===== src/rtl/spi_frame_pkg.sv =====
// ---------------------------------------------------------------------------
// spi_frame_pkg
// Shared types and constants for the SPI frame sequencer: the FSM state
// enum, the start-of-frame word, the PWM sign-bit mask and the receive-word
// indices that carry motor readbacks.
// ---------------------------------------------------------------------------
package spi_frame_pkg;

    typedef enum logic [2:0] {
        ST_IDLE,
        ST_LOAD,
        ST_WAIT_ACK,
        ST_GAP,
        ST_DRAIN
    } state_t;

    localparam logic [15:0] SOF_WORD = 16'h8000;
    localparam logic [15:0] PWM_MASK = 16'h7FFF;

    // Receive-word positions of the readback fields within a frame
    localparam logic [4:0] POS_HI = 5'd5;
    localparam logic [4:0] POS_LO = 5'd6;
    localparam logic [4:0] VEL    = 5'd7;
    localparam logic [4:0] CUR    = 5'd8;
    localparam logic [4:0] DISP   = 5'd9;

endpackage


===== src/rtl/motor_rr_select.sv =====
// ---------------------------------------------------------------------------
// motor_rr_select
// Round-robin motor pointer. Combinationally finds the first enabled motor
// after the current one (wrapping) and registers it when told to advance.
// Ports:
//   clock, reset_n : clock and asynchronous active-low reset
//   i_advance      : load the next enabled motor into the pointer
//   i_motor_en     : per-motor enable mask
//   o_active       : registered pointer (resets to NUM_MOTORS-1 so the
//                    first frame lands on motor 0)
// ---------------------------------------------------------------------------
module motor_rr_select
    import spi_frame_pkg::*;
#(
    parameter int unsigned NUM_MOTORS = 8
) (
    input  logic                  clock,
    input  logic                  reset_n,
    input  logic                  i_advance,
    input  logic [NUM_MOTORS-1:0] i_motor_en,
    output logic [3:0]            o_active
);

    logic [3:0] r_active;
    logic [3:0] w_next;

    // Scan from farthest to nearest so the nearest enabled motor wins;
    // k = NUM_MOTORS is the current motor itself (sole enabled motor case).
    always_comb begin
        w_next = r_active;
        for (int unsigned k = NUM_MOTORS; k >= 1; k--) begin
            if (1'(i_motor_en >> ((32'(r_active) + k) % NUM_MOTORS)))
                w_next = 4'((32'(r_active) + k) % NUM_MOTORS);
        end
    end

    always_ff @(posedge clock or negedge reset_n) begin
        if (!reset_n)
            r_active <= 4'(NUM_MOTORS - 1);
        else if (i_advance)
            r_active <= w_next;
    end

    assign o_active = r_active;

endmodule


===== src/rtl/spi_frame_sequencer.sv =====
// ---------------------------------------------------------------------------
// spi_frame_sequencer
// Feeds fixed-length SPI frames to an SPI master, one frame per start
// request, round-robin over the enabled motor boards. Transmits a header,
// the motor's PWM reference and shared control flags, and captures the
// position/velocity/current/displacement readbacks returned in the frame.
// Optional feature macro: SPI_INTERWORD_DELAY_EN -- when defined, each loaded
// word is held DELAY_CYCLES clocks before wren is raised.
// Ports:
//   clock, reset_n           : clock, asynchronous active-low reset
//   start, motor_en          : frame request, round-robin enable mask
//   ss_n, di_req, write_ack  : SPI master handshake (write_ack rising edge)
//   data_read_valid/data_read: receive word, captured on valid falling edge
//   pwm_ref, ctrl_flags      : transmit payload sources
//   word, wren               : transmit word and its valid
//   ss_n_o                   : per-motor slave selects
//   active_motor, busy, frame_done : frame status
//   position, velocity, current, displacement : per-motor readbacks
// ---------------------------------------------------------------------------
module spi_frame_sequencer
    import spi_frame_pkg::*;
#(
    parameter int unsigned NUM_MOTORS   = 8,
    parameter int unsigned FRAME_WORDS  = 12,
    parameter int unsigned TX_WORDS     = 5,
    parameter int unsigned DELAY_CYCLES = 64
) (
    input  logic                       clock,
    input  logic                       reset_n,
    input  logic                       start,
    input  logic [NUM_MOTORS-1:0]      motor_en,
    input  logic                       ss_n,
    input  logic                       di_req,
    input  logic                       write_ack,
    input  logic                       data_read_valid,
    input  logic [15:0]                data_read,
    input  logic [16*NUM_MOTORS-1:0]   pwm_ref,
    input  logic [31:0]                ctrl_flags,
    output logic [15:0]                word,
    output logic                       wren,
    output logic [NUM_MOTORS-1:0]      ss_n_o,
    output logic [3:0]                 active_motor,
    output logic                       busy,
    output logic                       frame_done,
    output logic [32*NUM_MOTORS-1:0]   position,
    output logic [16*NUM_MOTORS-1:0]   velocity,
    output logic [16*NUM_MOTORS-1:0]   current,
    output logic [16*NUM_MOTORS-1:0]   displacement
);

    if (NUM_MOTORS == 0 || NUM_MOTORS > 16 || FRAME_WORDS < 10 || FRAME_WORDS > 32 ||
        DELAY_CYCLES == 0 || DELAY_CYCLES > 255) begin : g_bad_params
        $error("spi_frame_sequencer: parameter out of range");
    end

    state_t      r_state;
    logic [15:0] r_word;
    logic        r_wren;
    logic        r_busy;
    logic        r_frame_done;
    logic        r_ack_q;
    logic        r_drv_q;
    logic [5:0]  r_tx_cnt;
    logic [4:0]  r_rx_cnt;
`ifdef SPI_INTERWORD_DELAY_EN
    logic [7:0]  r_dly_cnt;
`endif

    logic [3:0]  w_active;
    logic        w_advance;
    logic        w_ack_rise;
    logic        w_cap;
    logic        w_store;
    logic [15:0] w_pwm;
    logic [15:0] w_tx_word;

    assign w_advance  = (r_state == ST_IDLE) && start && ss_n && (|motor_en);
    assign w_ack_rise = write_ack && !r_ack_q;
    assign w_cap      = (r_state != ST_IDLE) && r_drv_q && !data_read_valid;
    assign w_store    = w_cap && (32'(r_rx_cnt) < FRAME_WORDS);
    assign w_pwm      = 16'(pwm_ref >> (16 * 32'(w_active)));

    motor_rr_select #(.NUM_MOTORS(NUM_MOTORS)) u_rr (
        .clock      (clock),
        .reset_n    (reset_n),
        .i_advance  (w_advance),
        .i_motor_en (motor_en),
        .o_active   (w_active)
    );

    // Transmit word for the current tx index; payload only in the first TX_WORDS
    always_comb begin
        w_tx_word = 16'h0000;
        if (32'(r_tx_cnt) < TX_WORDS) begin
            case (r_tx_cnt)
                6'd0:    w_tx_word = SOF_WORD;
                6'd1:    w_tx_word = w_pwm & PWM_MASK;
                6'd2:    w_tx_word = ctrl_flags[31:16];
                6'd3:    w_tx_word = ctrl_flags[15:0];
                default: w_tx_word = 16'h0000;
            endcase
        end
    end

    // Frame FSM with registered outputs and rx/tx counters
    always_ff @(posedge clock or negedge reset_n) begin
        if (!reset_n) begin
            r_state      <= ST_IDLE;
            r_word       <= 16'h0000;
            r_wren       <= 1'b0;
            r_busy       <= 1'b0;
            r_frame_done <= 1'b0;
            r_ack_q      <= 1'b0;
            r_drv_q      <= 1'b0;
            r_tx_cnt     <= 6'd0;
            r_rx_cnt     <= 5'd0;
`ifdef SPI_INTERWORD_DELAY_EN
            r_dly_cnt    <= 8'd0;
`endif
        end else begin
            r_frame_done <= 1'b0;
            r_ack_q      <= write_ack;
            r_drv_q      <= data_read_valid;
            if (w_cap && r_rx_cnt != 5'd31)
                r_rx_cnt <= r_rx_cnt + 5'd1;

            case (r_state)
                ST_IDLE: begin
                    if (w_advance) begin
                        r_state  <= ST_LOAD;
                        r_busy   <= 1'b1;
                        r_tx_cnt <= 6'd0;
                        r_rx_cnt <= 5'd0;
                    end
                end
                ST_LOAD: begin
                    r_word <= w_tx_word;
`ifdef SPI_INTERWORD_DELAY_EN
                    // First LOAD edge loads the word; wren follows DELAY_CYCLES edges later
                    if (r_dly_cnt == 8'(DELAY_CYCLES)) begin
                        r_dly_cnt <= 8'd0;
                        r_wren    <= 1'b1;
                        r_state   <= ST_WAIT_ACK;
                    end else begin
                        r_dly_cnt <= r_dly_cnt + 8'd1;
                    end
`else
                    r_wren  <= 1'b1;
                    r_state <= ST_WAIT_ACK;
`endif
                end
                ST_WAIT_ACK: begin
                    if (w_ack_rise) begin
                        r_wren   <= 1'b0;
                        r_tx_cnt <= r_tx_cnt + 6'd1;
                        r_state  <= (32'(r_tx_cnt) + 32'd1 < FRAME_WORDS) ? ST_GAP : ST_DRAIN;
                    end
                end
                ST_GAP: begin
                    if (di_req)
                        r_state <= ST_LOAD;
                end
                ST_DRAIN: begin
                    if (ss_n) begin
                        r_state      <= ST_IDLE;
                        r_busy       <= 1'b0;
                        r_frame_done <= 1'b1;
                    end
                end
                default: r_state <= ST_IDLE;
            endcase
        end
    end

    assign word         = r_word;
    assign wren         = r_wren;
    assign busy         = r_busy;
    assign frame_done   = r_frame_done;
    assign active_motor = w_active;

    // Per-motor slave select passthrough and readback storage
    for (genvar m = 0; m < NUM_MOTORS; m++) begin : g_motor
        logic [31:0] r_pos;
        logic [15:0] r_vel;
        logic [15:0] r_cur;
        logic [15:0] r_disp;
        logic        w_sel;

        assign w_sel     = w_store && (w_active == 4'(m));
        assign ss_n_o[m] = (r_busy && w_active == 4'(m)) ? ss_n : 1'b1;

        always_ff @(posedge clock or negedge reset_n) begin
            if (!reset_n) begin
                r_pos  <= 32'h0;
                r_vel  <= 16'h0;
                r_cur  <= 16'h0;
                r_disp <= 16'h0;
            end else if (w_sel) begin
                case (r_rx_cnt)
                    POS_HI:  r_pos[31:16] <= data_read;
                    POS_LO:  r_pos[15:0]  <= data_read;
                    VEL:     r_vel        <= data_read;
                    CUR:     r_cur        <= data_read;
                    DISP:    r_disp       <= data_read;
                    default: ;
                endcase
            end
        end

        assign position[32*m +: 32]     = r_pos;
        assign velocity[16*m +: 16]     = r_vel;
        assign current[16*m +: 16]      = r_cur;
        assign displacement[16*m +: 16] = r_disp;
    end

endmodule


===== config.mk =====
export PLATFORM = sky130hd
export DESIGN_NAME = spi_frame_sequencer
export DESIGN_NICKNAME = d
export VERILOG_FILES = /design/src/rtl/spi_frame_pkg.sv /design/src/rtl/motor_rr_select.sv /design/src/rtl/spi_frame_sequencer.sv
export SDC_FILE = /design/constraint.sdc
export NUM_CORES = 1
export LEC_CHECK = 0
export ABC_AREA = 1
export BUFFER_PORTS_ARGS = -buffer_cell sky130_fd_sc_hd__buf_4
export CORE_AREA = 2 2 331 333
export CTS_BUF_LIST = sky130_fd_sc_hd__clkbuf_4
export DETAILED_ROUTE_END_ITERATION = 16
export DIE_AREA = 0 0 333 335
export GPL_TIMING_DRIVEN = 0
export HOLD_SLACK_MARGIN = 0.15
export SYNTH_ARGS = -nofsm -noshare
export SYNTH_HDL_FRONTEND = slang
export SYNTH_HIERARCHICAL = 1
export SYNTH_SLANG_ARGS = --single-unit

===== constraint.sdc =====
create_clock -name clock -period 6 [get_ports clock]
set_input_delay 0.9 -clock clock [delete_from_list [all_inputs] [get_ports clock]]
set_output_delay 0.9 -clock clock [all_outputs]
set_load 0.02 [all_outputs]

==> results of run 1 <==
-- cell usage in the layout (no fill, tap or decap), types with 2 or more instances in the layout --
cell           netlist  routed
nor2_1              43      42
inv_2                3       7
clkinvlp_4           0       3
clkinv_1             1      25
nor3_4               0       3
nor3_1               3       3
dfstp_2              3       3
inv_1               61      61
nand4_1            645     645
nor2_2               3       4
nand3_2             10      10
clkbuf_4             0     289
buf_6                2       3
a21oi_1              8       8
nor4_1               2       2
nand3_1             73      73
o21ai_0             11      11
clkbuf_2             0       3
dlygate4sd3_1        0      39
buf_1               25      25
nor3b_4              0       2
o21bai_1             2       2
clkinv_2             0       7
nand2_2              6       6
nand2_1           1822    1822
buf_4                1     836
ha_1                11      11
inv_6                1       2
buf_8                0       4
clkbuf_1           257     254
dfrtp_1            675     675
buf_2               67      67
diode_2              0       9
buf_16               0       8
-- registers in the layout (all words and copies together), names as in the netlist --
signal	flops
busy	1
frame_done	1
g_motor.r_cur	128
g_motor.r_disp	128
g_motor.r_pos	256
g_motor.r_vel	128
r_ack_q	1
r_drv_q	1
r_rx_cnt	5
r_state	3
r_tx_cnt	6
u_rr/o_active	3
word	16
wren	1
-- path summary, 6_finish.rpt --
path | slack [ns] | from | end
max | 0.72 | u_rr/o_active[2]$_DFFE_PN1P_ | ss_n_o[5]
min | 0.32 | reset_n | g_motor[7].r_vel[9]$_DFFE_PN0P_
max reg2reg | 2.13 | r_rx_cnt[1]$_DFF_PN0_ | g_motor[0].r_pos[17]$_DFFE_PN0P_
min reg2reg | 0.47 | g_motor[4].r_pos[23]$_DFFE_PN0P_ | g_motor[4].r_pos[23]$_DFFE_PN0P_
max in group asynchronous | 4.14 | reset_n | g_motor[1].r_vel[0]$_DFFE_PN0P_
min in group clock | 0.39 | pwm_ref[11] | word[11]$_DFFE_PN0P_
-- layout make-up --
class                   count  area share, %
repair buffers            888          16.68
flip-flops and latches    678          40.61
multi-input cells        2654          28.73
plain buffers             352          3.416
inverters                  66         0.6048
diodes                      9        0.05390
clock inverters            40         0.4821
clock buffers             289          5.192
well taps                1414          4.234
-- cell families (layout without fill, tap and decap cells) --
logic type | Yosys count | count (layout) | share of synthesized area [%]
other | 1 | 10 | 0.01225
AOI/OAI and AO/OA | 24 | 24 | 0.4454
buffers and inverters | 418 | 1635 | 5.476
xor gates and xnor gates | 2 | 2 | 0.05722
adders and majority gates | 11 | 11 | 0.4495
DFF | 678 | 678 | 55.43
and+or+nand+nor | 2616 | 2616 | 38.13
-- synthesized netlist by cell type, types with 2 or more instances --
cell,instances
nor4_1,2
nor3b_2,2
buf_1,25
o21ai_0,11
nor2_1,43
clkbuf_1,257
nand3_2,10
ha_1,11
nand4_1,645
buf_6,2
nand3_1,73
dfrtp_1,675
dfstp_2,3
nor2_2,3
a21oi_1,8
inv_2,3
inv_1,61
nand2_2,6
nor3_1,3
o21bai_1,2
nand2_1,1822
nor3_2,4
buf_2,67
-- per-layer routing --
layer | wire length, µm | track usage, % | up-vias
li1 | - | - | 14770
met3 | 14920 | 8.876 | 335
met1 | 63710 | 34.42 | 15922
met2 | 71430 | 43.06 | 1506
met5 | 32 | 0 | -
met4 | 5981 | 10.73 | 4
-- critical path, stage by stage (launching register included) --
cell,delay (ns)
dfstp_2,0.57
inv_1,0.05
nor2_1,0.45
inv_1,0.20
nor2_1,0.85
buf_2,0.44
buf_1,0.40
nand2_1,0.16
buf_4,0.19
-- per-stage QoR --
stage,std cells,total power (W),instance area [µm²],hold slack [ns]
3_3_place_gp,6000,0.008318,38660,0.4552
2_1_floorplan,3750,0.006953,30620,0.4636
3_5_place_dp,6012,0.008388,38980,0.4591
6_report,6390,0.01272,41790,0.3247
4_1_cts,6381,0.01281,41760,0.1728
5_1_grt,6389,0.01341,41790,0.2014
-- report_power, final --
group / total, W / internal [W] / leakage, nW / switching, W
Sequential: 0.00489 / 0.00475 / 9.43 / 0.000145
Combinational: 0.00348 / 0.000940 / 12.9 / 0.00254
Clock: 0.00434 / 0.00222 / 1.43 / 0.00213
Total: 0.0127 / 0.00790 / 23.7 / 0.00481
-- what timing repair did --
item / 4_1_cts / 5_1_grt
hold endpoints to repair: 148 / 0
hold buffers: 40 / 0
endpoints found under the setup margin: 0 / 0
==> metrics.md, run 1 <==
| Metric | Value |
|---|---|
| Max Slew Vio Count | `0` |
| Worst-Margin Slew | `around 1.4 ns` |
| Register area | `16970 µm²` |
| Clock Latency Late Sink | `approximately 1.1 ns` |
| Data required time of the worst path | `5.10 ns` |
| Share of layout cells above drive strength 1 | `around a quarter` |
| Fin. Hold Viols | `0` |
| CP Capture Type | `output pin` |
| Final-report setup violation count | `0` |
| Post-route setup TNS | `0 ns` |
| Sink Count | `between 600 and 700` |
| Post-synthesis sequential area ratio | `55.43%` |
| Slew headroom | `4.584%` |
| RSZ-0062 raised after global routing | `no` |
| Post-synth EDFFs | `0` |
| Mapped Avg Cell Area | `just over 8 µm²` |
| Ports | `~860` |
| Synth warn | `6` |
| Layout net count | `5034` |
| Vias per inst | `5.092` |
| Row cnt | `121` |
| Power Dens Cells | `just over 300 nW/µm²` |
| Worst setup path class | `flop to output pin` |
| Synth Flop Type | `dfrtp_1` |
| Cts repair resizes | `0` |
| Initial Util | `about 28%` |
| Worst R2R Path Depth | `8` |
| Layout area overhead | `36.49%` |
| Clock skew | `about 0.047 ns` |
| DIE WIDTH | `around 330 µm` |
| Yosys reg bits | `roughly 680` |
| Number of routed nets with antenna violations | `0` |
| Synth Instances | `around 3800` |
| I/O Buffers | `836` |
| TritonRoute pass-1 iters | `6` |
| Synthesized area | `about 30000 µm²` |
| CP Launch Type | `flop` |
| Period utilization | `88.03%` |
| Min-delay worst type | `input pin to async pin` |
| CTS tree | `done` |
| RePlAce Congestion | `~0.91` |
| Vias in the first global route | `about 32000` |
| Cell leakage power | `~24 nW` |
| Fillers | `11434` |
| Largest cells by area after synthesis | `dfrtp_1 55%, nand2_1 22%, nand4_1 13%` |
| Final Core Density | `between 30 and 40%` |
| First-pass GRT wire length | `about 220000 µm` |
| DRT iter0 DRCs | `roughly 3100` |
| Multi-input logic area | `12000 µm²` |
| GRT Total Usage | `between 20% and 30%` |
| Aggregate routed wire length | `156100 µm` |
| Number of CTS-inserted buffers | `between 150 and 200` |
| Worst-path clk slew | `0.07 ns` |
| Synth top area share | `roughly 55%` |
| Fin crit period | `between 5 and 6 ns` |
| Area leader, netlist | `dfrtp_1` |
| Async set-reset flop share out of synthesis | `100.0%` |
| Routed vias | `~33000` |
| Worst EP arrival | `between 4 and 5 ns` |
| DRC | `0` |
| Critical path peak fanout | `10` |
| Outcome | `completed` |
| Achievable Freq | `0.1893 GHz` |
| Die area | `111600 µm²` |
| Max-cap check violation count | `0` |
| Post-CTS setup buffers | `0` |
| Netlist cell types | `35` |
| DP HPWL | `about 110000 µm` |
| Final setup margin | `around 0.72 ns` |
| Core area | `108100 µm²` |
| Die Ht | `roughly 340 µm` |
| Gr ovfl total | `0` |
| Max clock buf depth | `3` |
| Largest net degree at the start of global routing | `between 100 and 150` |
| Htree depth | `4` |
| Root buf cell | `clkbuf_4` |
| Mapped Nets | `3952` |
| Initial antenna violation count | `9` |
| DR WL/cell | `about 24 µm` |
| Place WS | `1.781 ns` |
| Peak supply drop | `between 0.1 and 0.15 mV` |
No activity file was read; power rests on OpenSTA's default activity.
==> run 2: changes to the inputs <==
CORE_AREA = 10 10 330 332   (was 2 2 331 333)
DIE_AREA = 0 0 340 342   (was 0 0 333 335)
==> run 2 against run 1 <==
Effect of this change: the run now ends with capacitance limit, slew limit left; register-to-register slack got worse by 0.61 ns; cell count down 0.44%; design area hardly changed; clock skew rose by 0.044 ns; global-route usage decreased by 1.2 points; critical path depth unchanged; utilization rose by 2.1 points; wire length is 1.4% higher; first-iteration DRC count increased by 3.8%; hold slack lost 0.076 ns; critical path type unchanged; largest cell class unchanged.
==> metrics.md, run 2 (synthesized netlist as in run 1, its figures left out) <==
| Metric | Value |
|---|---|
| Worst-Margin Slew | `about 1.5 ns` |
| Initial Util | `just under 30%` |
| Final setup margin | `slightly below 0.8 ns` |
| Worst hold endpoint | `word[2]$_DFFE_PN0P_` |
| Leading cell type in the layout, fill and taps excluded | `nand2_1` |
| Slowest cell on crit path | `nor2_1` |
| Root buf cell | `clkbuf_4` |
| TritonRoute pass-1 iters | `6` |
| CP delay by family, top | `simple AND/OR/NAND/NOR gates` |
| DP HPWL | `around 120000 µm` |
| Max clock buf depth | `3` |
| Final-report setup violation count | `0` |
| Cell leakage power | `23.76 nW` |
| Hold path depth | `7` |
| CP Launch Type | `flop` |
| RSZ-0062 raised after global routing | `no` |
| Clock Latency Late Sink | `between 1 and 1.5 ns` |
| Achievable Freq | `just under 0.2 GHz` |
| Post-CTS Hold Fix Bufs | `36` |
| Die Ht | `342 µm` |
| Share of layout cells above drive strength 1 | `around 25%` |
| Layout Cells excl Fill | `6362` |
| Layout area overhead | `36.50%` |
| Slew headroom | `-0.03032%` |
| Vias per inst | `5.135` |
| Hold Path Origin | `ctrl_flags[2]` |
| Worst setup path class | `flop to output pin` |
| Fin crit period | `5.206 ns` |
| Worst-path clk slew | `approximately 0.060 ns` |
| Slack of the worst reg-to-reg path | `between 1.5 and 2 ns` |
| DR WL/cell | `24.89 µm` |
| CP Capture Type | `output pin` |
| Routed vias | `32668` |
| Critical path peak fanout | `10` |
| I/O Buffers | `about 840` |
| Total chip power | `~0.013 W` |
| Min-delay worst type | `input pin to flop` |
| Crit path largest cell delay | `0.86 ns` |
| Max Slew Vio Count | `4` |
| Post-CTS setup buffers | `0` |
| DRT iter0 DRCs | `3178` |
| Met1 usage | `31.78%` |
| Power Dens Cells | `~300 nW/µm²` |
| RePlAce Congestion | `around 0.9` |
| CTS tree | `done` |
| Max-cap check violation count | `2` |
| DRC | `0` |
| Cell Chain, Critical Path | `inv_1 > nor2_1 > inv_1 > nor2_1 > buf_2 > buf_1 > nand2_1 > buf_4` |
| Row cnt | `between 100 and 150` |
| M3 GR Usage | `approximately 8.9%` |
| RR Startpoint | `r_rx_cnt[1]$_DFF_PN0_` |
| Worst R2R Path Depth | `9` |
| Gr ovfl total | `0` |
| GR peak layer | `met2` |
| Max reg flops | `256` |
| Number of CTS-inserted buffers | `approximately 190` |
| Core area | `a little over 100000 µm²` |
| Clock skew | `about 0.091 ns` |
| Htree depth | `4` |
| Grt met2 use | `about two fifths` |
| Die area | `~120000 µm²` |
| Aggregate routed wire length | `between 150000 and 200000 µm` |
| Period utilization | `between 80 and 90%` |
| Worst EP arrival | `between 4 and 5 ns` |
| First-pass GRT wire length | `between 200000 and 250000 µm` |
| Ports | `between 800 and 900` |
| Sink Count | `just under 700` |
| Fin. Hold Viols | `0` |
| Cts repair resizes | `0` |
| Failing checks | `capacitance limit, slew limit` |
| Outcome | `complete, but fails checks` |
| Vias in the first global route | `about 32000` |
| Layout net count | `around 5000` |
| Initial antenna violation count | `11` |
| Peak supply drop | `0.1561 mV` |
| Number of routed nets with antenna violations | `0` |
| Data required time of the worst path | `roughly 5 ns` |
| GRT Total Usage | `around a quarter` |
| Place WS | `~1.5 ns` |
| Most frequent cells in the layout | `1822 x nand2_1, 836 x buf_4, 675 x dfrtp_1` |
| Top reg by flops | `g_motor.r_pos` |
| Largest net degree at the start of global routing | `approximately 120` |
| Dpl cells | `~6000` |
| R2R Path End | `g_motor[7].r_disp[15]$_DFFE_PN0P_` |
| CP bufs+invs | `5` |
| DIE WIDTH | `roughly 340 µm` |
## run 2: stage by stage
| step | TNS, ns | hold WS (ns) | utilization [%] | instance area [µm²] |
|---|---|---|---|---|
| 2_1_floorplan | 0 | 0.4636 | - | 30620 |
| 3_3_place_gp | -2667.43 | 0.4558 | 37.64 | 38620 |
| 3_5_place_dp | 0 | 0.4594 | 37.97 | 38960 |
| 4_1_cts | 0 | 0.1518 | 40.68 | 41740 |
| 5_1_grt | 0 | 0.2120 | 40.72 | 41780 |
| 6_report | 0 | 0.2486 | 40.73 | 41790 |
## run 2: layout make-up
type                       count  area, µm²
antenna                       13      32.53
timing repair buffer         886       6954
clock buffer                 286       2147
tap                         1380       1727
multi-input combinational   2654      12000
inverter                      66      252.7
clock inverter                47      277.8
fill                       10618      60820
sequential                   678      16970
buffer                       352       1426
## run 2: worst max-delay path by stage
stage,depth (start not counted),endpoint,startpoint,slack [ns]
5_1_grt,8,ss_n_o[4],u_rr/o_active[2]$_DFFE_PN1P_,0.52
6_report,8,ss_n_o[4],u_rr/o_active[2]$_DFFE_PN1P_,0.79
2_1_floorplan,6,ss_n_o[1],u_rr/o_active[0]$_DFFE_PN1P_,3.14
3_5_place_dp,9,g_motor[7].r_disp[15]$_DFFE_PN0P_,r_rx_cnt[1]$_DFF_PN0_,1.49
4_1_cts,7,ss_n_o[5],u_rr/o_active[0]$_DFFE_PN1P_,0.61
3_3_place_gp,1,g_motor[2].r_pos[23]$_DFFE_PN0P_,reset_n,-4.15
## run 2: worst register-to-register path, cell delays in order (launching register included)
cell and delay (ns):
dfrtp_1 0.42, inv_1 0.11, ha_1 0.15, inv_1 0.09, nor3_4 0.56, buf_8 0.23, clkbuf_1 1.08, clkbuf_1 1.04
nand4_1 0.51, nand2_1 0.17
## run 2: power by group
group	switching (W)	internal (W)
clock network	0.00212	0.00229
registers	0.000156	0.00475
logic	0.00253	0.000940
total	0.00481	0.00798
## run 2: metal layers
layer  up-vias  wire length (µm)
li1      14753                 -
met1     16004             62630
met2      1576             73180
met3       323             15510
met4        12              6915
met5         -                94
